**src/rtl/can_pkg.sv**
```systemverilog
`default_nettype none
// ============================================================================
// Module      : can_pkg
// Description : Shared types for the CAN transmit scheduler.
// Revision    : 1.0 - initial release
// ============================================================================
package can_pkg;

    localparam int CAN_MSG_W = 128;

    typedef enum logic [1:0] {
        IDLE = 2'd0,
        LOAD = 2'd1,
        REQ  = 2'd2,
        WAIT = 2'd3
    } tx_sched_state_t;

    typedef logic [CAN_MSG_W-1:0] can_msg_t;

endpackage
`default_nettype wire

```
**src/rtl/can_tx_retry_ctr.sv**
```systemverilog
`default_nettype none
// ============================================================================
// Module      : can_tx_retry_ctr
// Description : Per-message error retry counter with clear, saturating
//               increment and a retry-limit-hit flag.
// Revision    : 1.0 - initial release
// ============================================================================
module can_tx_retry_ctr #(
    parameter int MAX_RETRY = 8
) (
    input  logic       i_clk,
    input  logic       i_rst_n,
    input  logic       i_clr,
    input  logic       i_inc,
    output logic [3:0] o_cnt,
    output logic       o_limit_hit
);

    logic [3:0]  r_cnt;
    logic [31:0] w_cnt_p1;

    assign w_cnt_p1 = {28'd0, r_cnt} + 32'd1;

    // Limit is reached when the error now being reported would be the
    // MAX_RETRY-th one; a limit of zero disables dropping entirely.
    assign o_limit_hit = (MAX_RETRY != 0) && (w_cnt_p1 >= 32'(MAX_RETRY));
    assign o_cnt       = r_cnt;

    // Counter register: clear wins over increment, increment saturates at 15.
    always_ff @(posedge i_clk or negedge i_rst_n) begin
        if (!i_rst_n) begin
            r_cnt <= 4'd0;
        end else if (i_clr) begin
            r_cnt <= 4'd0;
        end else if (i_inc && (r_cnt != 4'hF)) begin
            r_cnt <= r_cnt + 4'd1;
        end
    end

endmodule
`default_nettype wire

```
**src/rtl/can_tx_scheduler.sv**
```systemverilog
`default_nettype none
// ============================================================================
// Module      : can_tx_scheduler
// Description : Arbitrates the CAN TX engine between the high-priority buffer
//               and the TX FIFO, holds the selected message, and handles
//               retry, drop and abort on bus-off / core disable.
// Revision    : 1.0 - initial release
// ============================================================================
module can_tx_scheduler
    import can_pkg::*;
#(
    parameter int MAX_RETRY = 8,
    parameter int MSG_W     = CAN_MSG_W
) (
    input  logic             i_sys_clk,
    input  logic             i_reset_n,
    input  logic             i_cen,
    input  logic             i_bsoff,
    input  logic             i_hpb_full,
    input  logic [MSG_W-1:0] i_hpb_data,
    output logic             o_hpb_r_en,
    input  logic             i_tx_empty,
    input  logic [MSG_W-1:0] i_tx_fifo_data,
    output logic             o_tx_r_en,
    output logic [MSG_W-1:0] o_msg_data,
    output logic             o_msg_valid,
    input  logic             i_msg_ready,
    input  logic             i_txok,
    input  logic             i_arblst,
    input  logic             i_error,
    output logic             o_src_hpb,
    output logic [3:0]       o_retry_cnt,
    output logic             o_tx_done,
    output logic             o_drop,
    output logic             o_abort,
    output logic             o_busy
);

    tx_sched_state_t r_state, w_state_nxt;

    logic             r_sel_hpb;     // source chosen when leaving IDLE
    logic             w_sel_nxt;
    logic [MSG_W-1:0] r_msg_data;
    logic             r_src_hpb;
    logic             r_tx_done, r_drop, r_abort;
    logic             w_tx_done_nxt, w_drop_nxt, w_abort_nxt;
    logic             w_msg_valid;
    logic             w_ctr_clr, w_ctr_inc, w_limit_hit;
    logic             w_run;

    assign w_run = i_cen & ~i_bsoff;

    // Pops depend only on registered state so no input reaches a pop strobe.
    assign o_hpb_r_en  = (r_state == LOAD) &  r_sel_hpb;
    assign o_tx_r_en   = (r_state == LOAD) & ~r_sel_hpb;
    assign w_ctr_clr   = (r_state == LOAD);

    assign o_msg_data  = r_msg_data;
    assign o_msg_valid = w_msg_valid;
    assign o_src_hpb   = r_src_hpb;
    assign o_tx_done   = r_tx_done;
    assign o_drop      = r_drop;
    assign o_abort     = r_abort;
    assign o_busy      = (r_state != IDLE);

    can_tx_retry_ctr #(
        .MAX_RETRY (MAX_RETRY)
    ) u_retry_ctr (
        .i_clk       (i_sys_clk),
        .i_rst_n     (i_reset_n),
        .i_clr       (w_ctr_clr),
        .i_inc       (w_ctr_inc),
        .o_cnt       (o_retry_cnt),
        .o_limit_hit (w_limit_hit)
    );

    // State, source select and registered outcome pulses.
    always_ff @(posedge i_sys_clk or negedge i_reset_n) begin
        if (!i_reset_n) begin
            r_state   <= IDLE;
            r_sel_hpb <= 1'b0;
            r_tx_done <= 1'b0;
            r_drop    <= 1'b0;
            r_abort   <= 1'b0;
        end else begin
            r_state   <= w_state_nxt;
            r_sel_hpb <= w_sel_nxt;
            r_tx_done <= w_tx_done_nxt;
            r_drop    <= w_drop_nxt;
            r_abort   <= w_abort_nxt;
        end
    end

    // Holding register: captured at the end of LOAD, held through IDLE.
    always_ff @(posedge i_sys_clk or negedge i_reset_n) begin
        if (!i_reset_n) begin
            r_msg_data <= '0;
            r_src_hpb  <= 1'b0;
        end else if (r_state == LOAD) begin
            r_msg_data <= r_sel_hpb ? i_hpb_data : i_tx_fifo_data;
            r_src_hpb  <= r_sel_hpb;
        end
    end

    // Next-state and outcome decode; abort takes precedence in every busy state.
    always_comb begin
        w_state_nxt   = r_state;
        w_sel_nxt     = r_sel_hpb;
        w_msg_valid   = 1'b0;
        w_tx_done_nxt = 1'b0;
        w_drop_nxt    = 1'b0;
        w_abort_nxt   = 1'b0;
        w_ctr_inc     = 1'b0;
        case (r_state)
            IDLE: begin
                if (w_run) begin
                    if (i_hpb_full) begin
                        w_state_nxt = LOAD;
                        w_sel_nxt   = 1'b1;
                    end else if (!i_tx_empty) begin
                        w_state_nxt = LOAD;
                        w_sel_nxt   = 1'b0;
                    end
                end
            end
            LOAD: begin
                if (!w_run) begin
                    w_state_nxt = IDLE;
                    w_abort_nxt = 1'b1;
                end else begin
                    w_state_nxt = REQ;
                end
            end
            REQ: begin
                if (!w_run) begin
                    w_state_nxt = IDLE;
                    w_abort_nxt = 1'b1;
                end else begin
                    w_msg_valid = 1'b1;
                    if (i_msg_ready) begin
                        w_state_nxt = WAIT;
                    end
                end
            end
            WAIT: begin
                if (!w_run) begin
                    w_state_nxt = IDLE;
                    w_abort_nxt = 1'b1;
                end else if (i_txok) begin
                    w_state_nxt   = IDLE;
                    w_tx_done_nxt = 1'b1;
                end else if (i_error) begin
                    if (w_limit_hit) begin
                        w_state_nxt = IDLE;
                        w_drop_nxt  = 1'b1;
                    end else begin
                        w_state_nxt = REQ;
                        w_ctr_inc   = 1'b1;
                    end
                end else if (i_arblst) begin
                    w_state_nxt = REQ;
                end
            end
            default: w_state_nxt = IDLE;
        endcase
    end

endmodule
`default_nettype wire

```
**config.mk**
```make
export PLATFORM = sky130hd
export DESIGN_NAME = can_tx_scheduler
export DESIGN_NICKNAME = d
export VERILOG_FILES = /design/src/rtl/can_pkg.sv /design/src/rtl/can_tx_retry_ctr.sv /design/src/rtl/can_tx_scheduler.sv
export SDC_FILE = /design/constraint.sdc
export NUM_CORES = 1
export LEC_CHECK = 0
export ABC_AREA = 1
export CAP_MARGIN = 10
export CORE_AREA = 2 2 156 158
export CTS_BUF_LIST = sky130_fd_sc_hd__clkbuf_4
export DETAILED_ROUTE_END_ITERATION = 8
export DIE_AREA = 0 0 158 160
export RECOVER_POWER = 50
export SLEW_MARGIN = 0
export SYNTH_ARGS = -nofsm -noshare
export SYNTH_HDL_FRONTEND = slang
export SYNTH_HIERARCHICAL = 1
export SYNTH_SLANG_ARGS = --single-unit
export TNS_END_PERCENT = 50
```
**constraint.sdc**
```tcl
create_clock -name i_sys_clk -period 3.49 [get_ports i_sys_clk]
set_clock_uncertainty 0.1 [all_clocks]
set_input_delay 0.349 -clock i_sys_clk [delete_from_list [all_inputs] [get_ports i_sys_clk]]
set_output_delay 0.349 -clock i_sys_clk [all_outputs]
set_load 0.005 [all_outputs]
```
* After elaboration in Yosys (flattened, before gate mapping)
Index checks and enable logic that the tools add are counted.
Word-level totals: bits of input ports 266, register bits after elaboration 139, output and inout bits 140, word-level logic and storage cells 66
Cells by class: bitwise gates (word level) 5, add/sub/neg operators 2, equal/unequal tests 9, multiplexer cells 34, reduce and logical (&&, ||, !) cells 7, $lt $le $gt $ge 1
Operators with widths (number):
- 128-bit 2-to-1 mux | 1
- 32-bit by 4-bit >= comparator with 1-bit output (second input constant) | 1
- 2-bit 2-to-1 mux | 11
- 1-bit 2-to-1 mux | 19
- 4-bit 2-to-1 mux | 2
- 2-bit case mux with 4 select lines | 1
- 3-bit != test (second input constant) | 2
- 4-bit by 1-bit adder with 5-bit output (second input constant) | 1
- 5-bit != test (second input constant) | 1
- 4-bit by 1-bit adder with 4-bit output (second input constant) | 1
- 2-bit == test (second input constant) | 2
- 2-bit != test (second input constant) | 2
- 4-bit != test (second input constant) | 1
- 4-bit AND reduction | 1
- 2-bit nonzero test | 2
- 1-bit bitwise AND | 3
- 3-bit AND reduction | 1
- 3-bit OR reduction | 1
- 2-bit by 1-bit == test with 1-bit output (second input constant) | 1
- 2-bit zero test | 1
- 1-bit inverter | 2
- 1-bit logical AND | 1

* Longest topological paths before layout
Gate-level depths: netlist of run 1.
depth in word-level cells 10, gate-level depth with buffers 9

* Cells and area by module
Netlist of run 1, hierarchy kept.
By module, submodules not included:
- can_tx_scheduler | seq. area each 3378.2 µm², times used 1, area an instance 5883.1 µm², cells each 730
- can_tx_retry_ctr | seq. area each 100.1 µm², times used 1, area an instance 241.5 µm², cells each 28

* Least setup slack after synthesis of run 1
Ideal clock, no wire load.
path type register to register, start point reg u_retry_ctr.r_cnt[0] (netlist: u_retry_ctr/o_cnt[0]), end point reg u_retry_ctr.r_cnt[1] (netlist: u_retry_ctr/o_cnt[1]), slack 1.925 ns, stages on the path, launching flop included 8, setup time 0.127 ns, clock period less this slack 1.565 ns, buffers on the path 0, data arrival time 1.338 ns, cell sequence dfrtp_1 ha_1 nand3_2 nand2_1 nor3b_1 nand2_2 nand3_1 o21ai_0
Between the ends: longest elaborated chain between the ends 9, elaborated cells between the ends (all ways) 13, those cells by class 2 x add/sub; 1 x order compare; 1 x eq/ne; 7 x mux; 2 x reduce/logical
Ends and longest elaborated chain:
- start, declared | line can_tx_retry_ctr.sv:19 | logic [3:0] r_cnt;
- start signal, assigned | line can_tx_retry_ctr.sv:36 | r_cnt <= r_cnt + 4'd1;
- 4-bit by 1-bit adder with 5-bit output | line can_tx_retry_ctr.sv:22 | assign w_cnt_p1 = {28'd0, r_cnt} + 32'd1;
- 32-bit by 4-bit >= comparator with 1-bit output | line can_tx_retry_ctr.sv:26 | assign o_limit_hit = (MAX_RETRY != 0) && (w_cnt_p1 >= 32'(MAX_RETRY));
- net w_limit_hit | line can_tx_scheduler.sv:48 | logic w_ctr_clr, w_ctr_inc, w_limit_hit;
- 1-bit 2-to-1 mux | line can_tx_scheduler.sv:153 | if (w_limit_hit) begin
- 1-bit 2-to-1 mux | line can_tx_scheduler.sv:152 | end else if (i_error) begin
- 1-bit 2-to-1 mux | line can_tx_scheduler.sv:149 | end else if (i_txok) begin
- 1-bit 2-to-1 mux | line can_tx_scheduler.sv:146 | if (!w_run) begin
- 1-bit 2-to-1 mux | line can_tx_scheduler.sv:114 | case (r_state)
- net w_ctr_inc | line can_tx_scheduler.sv:48
- 1-bit logical AND | line can_tx_retry_ctr.sv:35 | end else if (i_inc && (r_cnt != 4'hF)) begin
- 2-bit nonzero test (no line)
The timed path passes the listed nets, and every way through them passes these cells. The select of a mux whose other input is x is not followed. A chain may end at the register's enable or synchronous reset.

* Final worst setup path of run 1
start point reg r_state[0], end point out o_hpb_r_en
Between the ends: longest elaborated chain between the ends 2
Ends and longest elaborated chain:
- start, declared | line can_tx_scheduler.sv:39 | tx_sched_state_t r_state, w_state_nxt;
- start signal, assigned | line can_tx_scheduler.sv:86 | r_state <= w_state_nxt;
- 2-bit by 1-bit == test with 1-bit output
- net w_ctr_clr | line can_tx_scheduler.sv:48
- 1-bit bitwise AND | line can_tx_scheduler.sv:54 | assign o_hpb_r_en = (r_state == LOAD) & r_sel_hpb;
- end, declared | line can_tx_scheduler.sv:21 | output logic o_hpb_r_en,
The timed path passes the listed nets, and every way through them passes these cells.

==> results.ini, run 1 <==
[flow_run]
cap_violations = 1

[global_routing]
grt_max_degree = 130
grt_antenna_before_repair = 1
grt_pass1_wl_um = 35380
grt_overflow = 0
grt.total_usage_pct = 18.10
grt_pass1_vias = 6424

[sta]
worst_pin_slew_ns = 1.685
min_period_ns = 2.645
tns_ns = 0
drv_slew = 62
slew_headroom_pct = -12.35
fin_hold_ws_ns = 0.2447
final_hold_viol_count = 0
rsz0062_at_grt = false
layout_worst_path_cycle_share_pct = 75.80
fmax_ghz = 0.3780
final-setup-viol-count = 0

[synthesis]
synth_edf_count = 0
yosys-top-cells-area = dfrtp_1, nand2_1, nand3_1, buf_4, buf_2
netlist_area_um2 = 6125
synth_top_cell_area_share_pct = 56.79
ys_types = 24
yosys_most_used_dff = dfrtp_1
ys_ff_latch = 139
yosysTopAreaCell = dfrtp_1
synth_nets = 1026
yosysMostFrequentCell = nand2_1
yosys_warnings = 6
synthTopCellsByCount = nand2_1, dfrtp_1, nand3_1, buf_2, buf_4
syn_avg_cell_area_um2 = 8.080
synth-async-reset-ratio_pct = 100.0
yosysSeqAreaShare_pct = 56.79
synthCells = 758

[worst_setup_path]
cp_max_fo = 54
startpoint_type = register
reg2reg_slack_ns = 1.40
critPathKind = register to output port
crit_arrival_ns = 2.20
endpoint = o_hpb_r_en
cp-end-kind = output port
worstPathRequired_ns = 3.04
rr_worst_depth = 7
r2r-end = o_msg_data[107]
crit_start = r_state[0]
r2r_start = r_state[0]

[final_layout]
drive_gt1_share_pct = 3.879
finalCoreUtilization_pct = 45.08
final_nets = 1415
final_cell_area_um2 = 10740
area_growth_syn_to_layout_pct = 75.34

[die]
start_util_pct = 25.71
io_pins = 406
dieArea_um2 = 25280
coreArea_um2 = 23820
die_h_um = 160
row_count = 57
die_w_um = 158

[run_status]
status = finished with violations
violations = capacitance limit, slew limit

[placed_design]
placement.io_buffers = 405
placed_cell_area_um2 = 10460
dpl.hpwl_um = 16510
place_congestion = 0.7833

[clock_tree]
h-tree-depth = 4
clock_latency_ns = 0.52
cts_resized = 0
clock-sinks = 139
post_cts_buffers = 0
clk_pin_slew_ns = 0.14
cts.path.max_buffers = 2
cts_tree = done
ctsHoldBuffers = 1
root_buffer = clkbuf_4
cts_buffers = 17

[routing]
drtIter0Drc = 360
vias = 6474
ant_nets = 0
vias_per_cell = 4.360
post-route-drc-count = 0
wl_per_cell_um = 15.66
wl_um = 23260
drtPass1Iterations = 4

[power]
worst_ir_drop_vdd_mv = 0.3441
p_per_area_nw_per_um2 = 713.3
power_leakage_uw = 0.004791

[min_path]
hold_class = primary input to register

how the worst min path moves through the flow:
stage / start / endpoint / slack (ns) / cells after the start
floorplan: i_reset_n / o_abort / -0.05 / 0
CTS: i_hpb_data[35] / o_msg_data[35] / 0.17 / 3
global placement: i_reset_n / o_msg_data[22] / 0.31 / 1
detailed placement: i_reset_n / o_msg_data[22] / 0.31 / 1
global route: i_hpb_data[35] / o_msg_data[35] / 0.15 / 3
finish: i_hpb_data[35] / o_msg_data[35] / 0.24 / 3
where the power goes:
part           total [µW]  internal (µW)  switching, µW
Combinational        3780           2010           1770
Clock                1110            456            651
Sequential           2780           2360            416
Total                7660           4830           2840
state kept, by name (all words and copies together), names as in the netlist:
register and cells:
o_abort 1, o_drop 1, o_msg_data 128, o_src_hpb 1
o_tx_done 1, r_sel_hpb 1, r_state 2, u_retry_ctr/o_cnt 4
kinds of logic after synthesis:
group	Yosys count	synth area share (%)
XOR/XNOR	1	0.1430
adder cells (fa/ha/maj)	2	0.4085
AND/OR/NAND/NOR	553	37.34
flip-flops	139	56.79
AO/OA/AOI/OAI	8	0.7558
buffers and inverters	55	4.556
critical path, cell delays in order (launching register included):
cell and delay, ns:
dfrtp_1 0.46, inv_2 0.07, nor2_4 0.14, inv_4 0.24, nor2_4 0.21, clkdlybuf4s50_1 0.53
cells in the final DEF (no fill, tap or decap), drive strengths merged, types with 2 or more instances in the layout:
| cell type | instances |
|---|---|
| a21oi | 2 |
| clkdlybuf4s50 | 344 |
| dfrtp | 139 |
| clkinvlp | 5 |
| bufinv | 2 |
| buf | 4 |
| nor2 | 13 |
| ha | 2 |
| nand3 | 135 |
| dlygate4sd3 | 61 |
| nor3 | 4 |
| o21ai | 5 |
| inv | 17 |
| nand2 | 397 |
| clkbuf | 23 |
layer usage:
metal  vias up  track usage [%]  share of wire (%)
met5         -                0                  0
li1       3173                -                  -
met4         0            4.832                1.6
met1      3013            21.27                 41
met2       265            31.07                 49
met3        23            6.567                8.9
through the flow:
step | instances | power [µW] | setup WS (ns)
after global routing | 1484 | 8285 | 0.3884
final | 1485 | 7660 | 0.8447
after floorplan | 758 | 4417 | 1.925
after CTS | 1484 | 7968 | 0.7423
after detailed placement | 1451 | 6799 | 1.386
after global placement | 1451 | 6753 | 1.389
layout make-up:
type / instances / area [µm²]
Antenna cell: 1 / 2.502
Clock buffer: 20 / 150.1
Clock inverter: 12 / 137.6
Fill cell: 2443 / 13080
Inverter: 13 / 51.30
Multi-Input combinational cell: 564 / 2367
Sequential cell: 139 / 3478
Tap cell: 324 / 405.4
Timing Repair Buffer: 412 / 4146
No activity file was read; power rests on OpenSTA's default activity.
==> run 2: changes to the inputs <==
CORE_AREA = 2 2 157 159   (was 2 2 156 158)
DIE_AREA = 0 0 159 161   (was 0 0 158 160)
clock period = 2.5 ns   (was 3.49 ns; I/O delays follow)
==> run 2 against run 1 <==
The run still ends with capacitance limit, slew limit left. Global-route usage grew 0.21 points. Final area shrank 0.49%. First-iteration DRC count shrank 22%. Die area grew 1.3%. Register-to-register slack lost 0.88 ns. Total power grew 37%. Clock power grew 21%. Core utilization shrank 0.49 points. Sequential share of layout area grew 0.16 points. Critical path type unchanged. Largest cell class unchanged.
==> results.ini, run 2 (synthesis results as in run 1) <==
[run_status]
status = finished with violations
violations = capacitance limit, slew limit

[final_layout]
final_cell_area_um2 = 10690
drive_gt1_share_pct = 4.045
final_common_cell = nand2_1
fillers = 2442
largest_reg_flops = 128
layout_common_cells = nand2_1, clkdlybuf4s50_1, dfrtp_1
area_growth_syn_to_layout_pct = 74.48
final_nets = 1418

[worst_setup_path]
crit_path_frequent_cell = nor2_4
cp_max_fo = 24
startpoint_type = register
slowest_delay_ns = 0.56
worstPathRequired_ns = 2.15
crit_slowest_cell = clkdlybuf4s50_1
r2r_start = r_state[1]
r2r-end = o_msg_data[86]
reg2reg_slack_ns = 0.52
crit_start = r_state[1]
crit_arrival_ns = 2.03
rr_worst_depth = 7
path_cells = nor2_4, inv_6, nor2_4, clkdlybuf4s50_1
cp-end-kind = output port
critPathKind = register to output port

[routing]
drtPass1Iterations = 6
post-route-drc-count = 0
wl_per_cell_um = 15.95
wl_um = 23720
ant_nets = 0
drtIter0Drc = 280
vias = 6469
vias_per_cell = 4.350

[clock_tree]
root_buffer = clkbuf_4
clk_pin_slew_ns = 0.15
cts_tree = done
clock_latency_ns = 0.53
cts_buffers = 17
h-tree-depth = 4
cts.path.max_buffers = 2
clock-sinks = 139

[sta]
final_hold_viol_count = 0
rsz0062_at_grt = false
tns_ns = 0
drv_slew = 141
worst_pin_slew_ns = 1.899
fmax_ghz = 0.4205
final-setup-viol-count = 0
layout_worst_path_cycle_share_pct = 95.13
min_period_ns = 2.378
fin_hold_ws_ns = 0.1312
fin_ws_ns = 0.1217
slew_headroom_pct = -26.58

[placed_design]
place_ws_ns = 0.4842
place_congestion = 0.8072
placed_cell_area_um2 = 10470
dpl.hpwl_um = 16800
placement.io_buffers = 405

[power]
worst_ir_drop_vdd_mv = 0.5381
p_per_area_nw_per_um2 = 982.4
netSwitchingPower_uw = 3978
clkPwrFrac_pct = 12.8
power_frac_comb_pct = 50.5
swShare_pct = 37.89
intPower_uw = 6520
power_leakage_uw = 0.004793
seqPwrFrac_pct = 36.7

[die]
coreArea_um2 = 23960
io_pins = 406
die_w_um = 159
row_count = 57
start_util_pct = 25.56
dieArea_um2 = 25600
die_h_um = 161

[global_routing]
grt_max_degree = 129
grt_overflow = 0
grt_pass1_vias = 6617
grt.total_usage_pct = 18.31
grt_pass1_wl_um = 36700
grt_antenna_before_repair = 1

[min_path]
hold_class = primary input to register
whs_path_depth = 3
whs_endpoint = o_msg_data[43]
hold_start = i_hpb_data[43]

[flow_run]
cap_violations = 2

==> run 2: cell count changes in the layout (fill, tap and decap cells not counted) <==
cell	previous run	this run
bufinv_16	2	0
clkbuf_4	20	19
clkdlybuf4s50_1	344	341
clkinvlp_4	5	4
inv_4	1	0
dlygate4sd3_1	61	63
buf_12	4	2
clkinv_4	0	3
clkinv_2	1	2
buf_4	0	4
dlymetal6s2s_1	0	1
buf_2	0	1
==> run 2: per-stage QoR <==
stage	utilization, %	cells	power [µW]
final	44.60	1487	10500
after global placement	43.67	1452	9422
after detailed placement	43.67	1452	9477
after floorplan	-	758	6166
after CTS	44.77	1486	10920
after global routing	44.60	1487	11350
==> run 2: worst max-delay path by stage <==
stage                      endpoint  cells past startpoint
2_1_floorplan  u_retry_ctr/o_cnt[1]                      7
3_3_place_gp         o_msg_data[55]                      6
3_5_place_dp         o_msg_data[34]                      6
4_1_cts                   o_tx_r_en                      4
5_1_grt                   o_tx_r_en                      4
6_report                  o_tx_r_en                      4
==> run 2: repair_timing <==
action	4_1_cts	5_1_grt
endpoints found under the hold margin	139	0
hold buffers	1	0
gates resized for setup	1	1
gates cloned	0	0
buffers inserted	2	0
endpoints found under the setup margin	2	1
pin swaps	1	0
==> run 2: area by class of cell <==
type / count / area [µm²] / area share [%]
antenna: 1 / 2.502 / 0.02342
clock buffer: 19 / 142.6 / 1.335
clock inverter: 12 / 92.59 / 0.8664
inverter: 13 / 53.80 / 0.5035
multi-input combinational: 564 / 2367 / 22.15
sequential: 139 / 3478 / 32.55
tap: 324 / 405.4 / 3.793
timing repair buffer: 415 / 4144 / 38.78
==> run 2: worst max-delay path, delay by kind of cell, from the launching register on <==
kind                   cells  cell delay [ns]
flip-flops                 1             0.46
buffers and inverters      2             0.68
AND/OR/NAND/NOR            2             0.35
==> run 2: power groups by stage <==
stage               logic (µW)  clock network (µW)  registers, µW
floorplan                 2210                   0           3960
global placement          5490                   0           3930
detailed placement        5560                   0           3910
CTS                       5610                1430           3890
global route              5870                1510           3980
finish                    5300                1340           3850
==> run 2: metal layers <==
metal  vias up  GRT usage (%)  wire, µm
met5         -              0         0
met4         0          6.818       573
met3        30          5.290      1641
met2       264          30.79     11390
met1      2980          22.38     10120
li1       3195              -         -
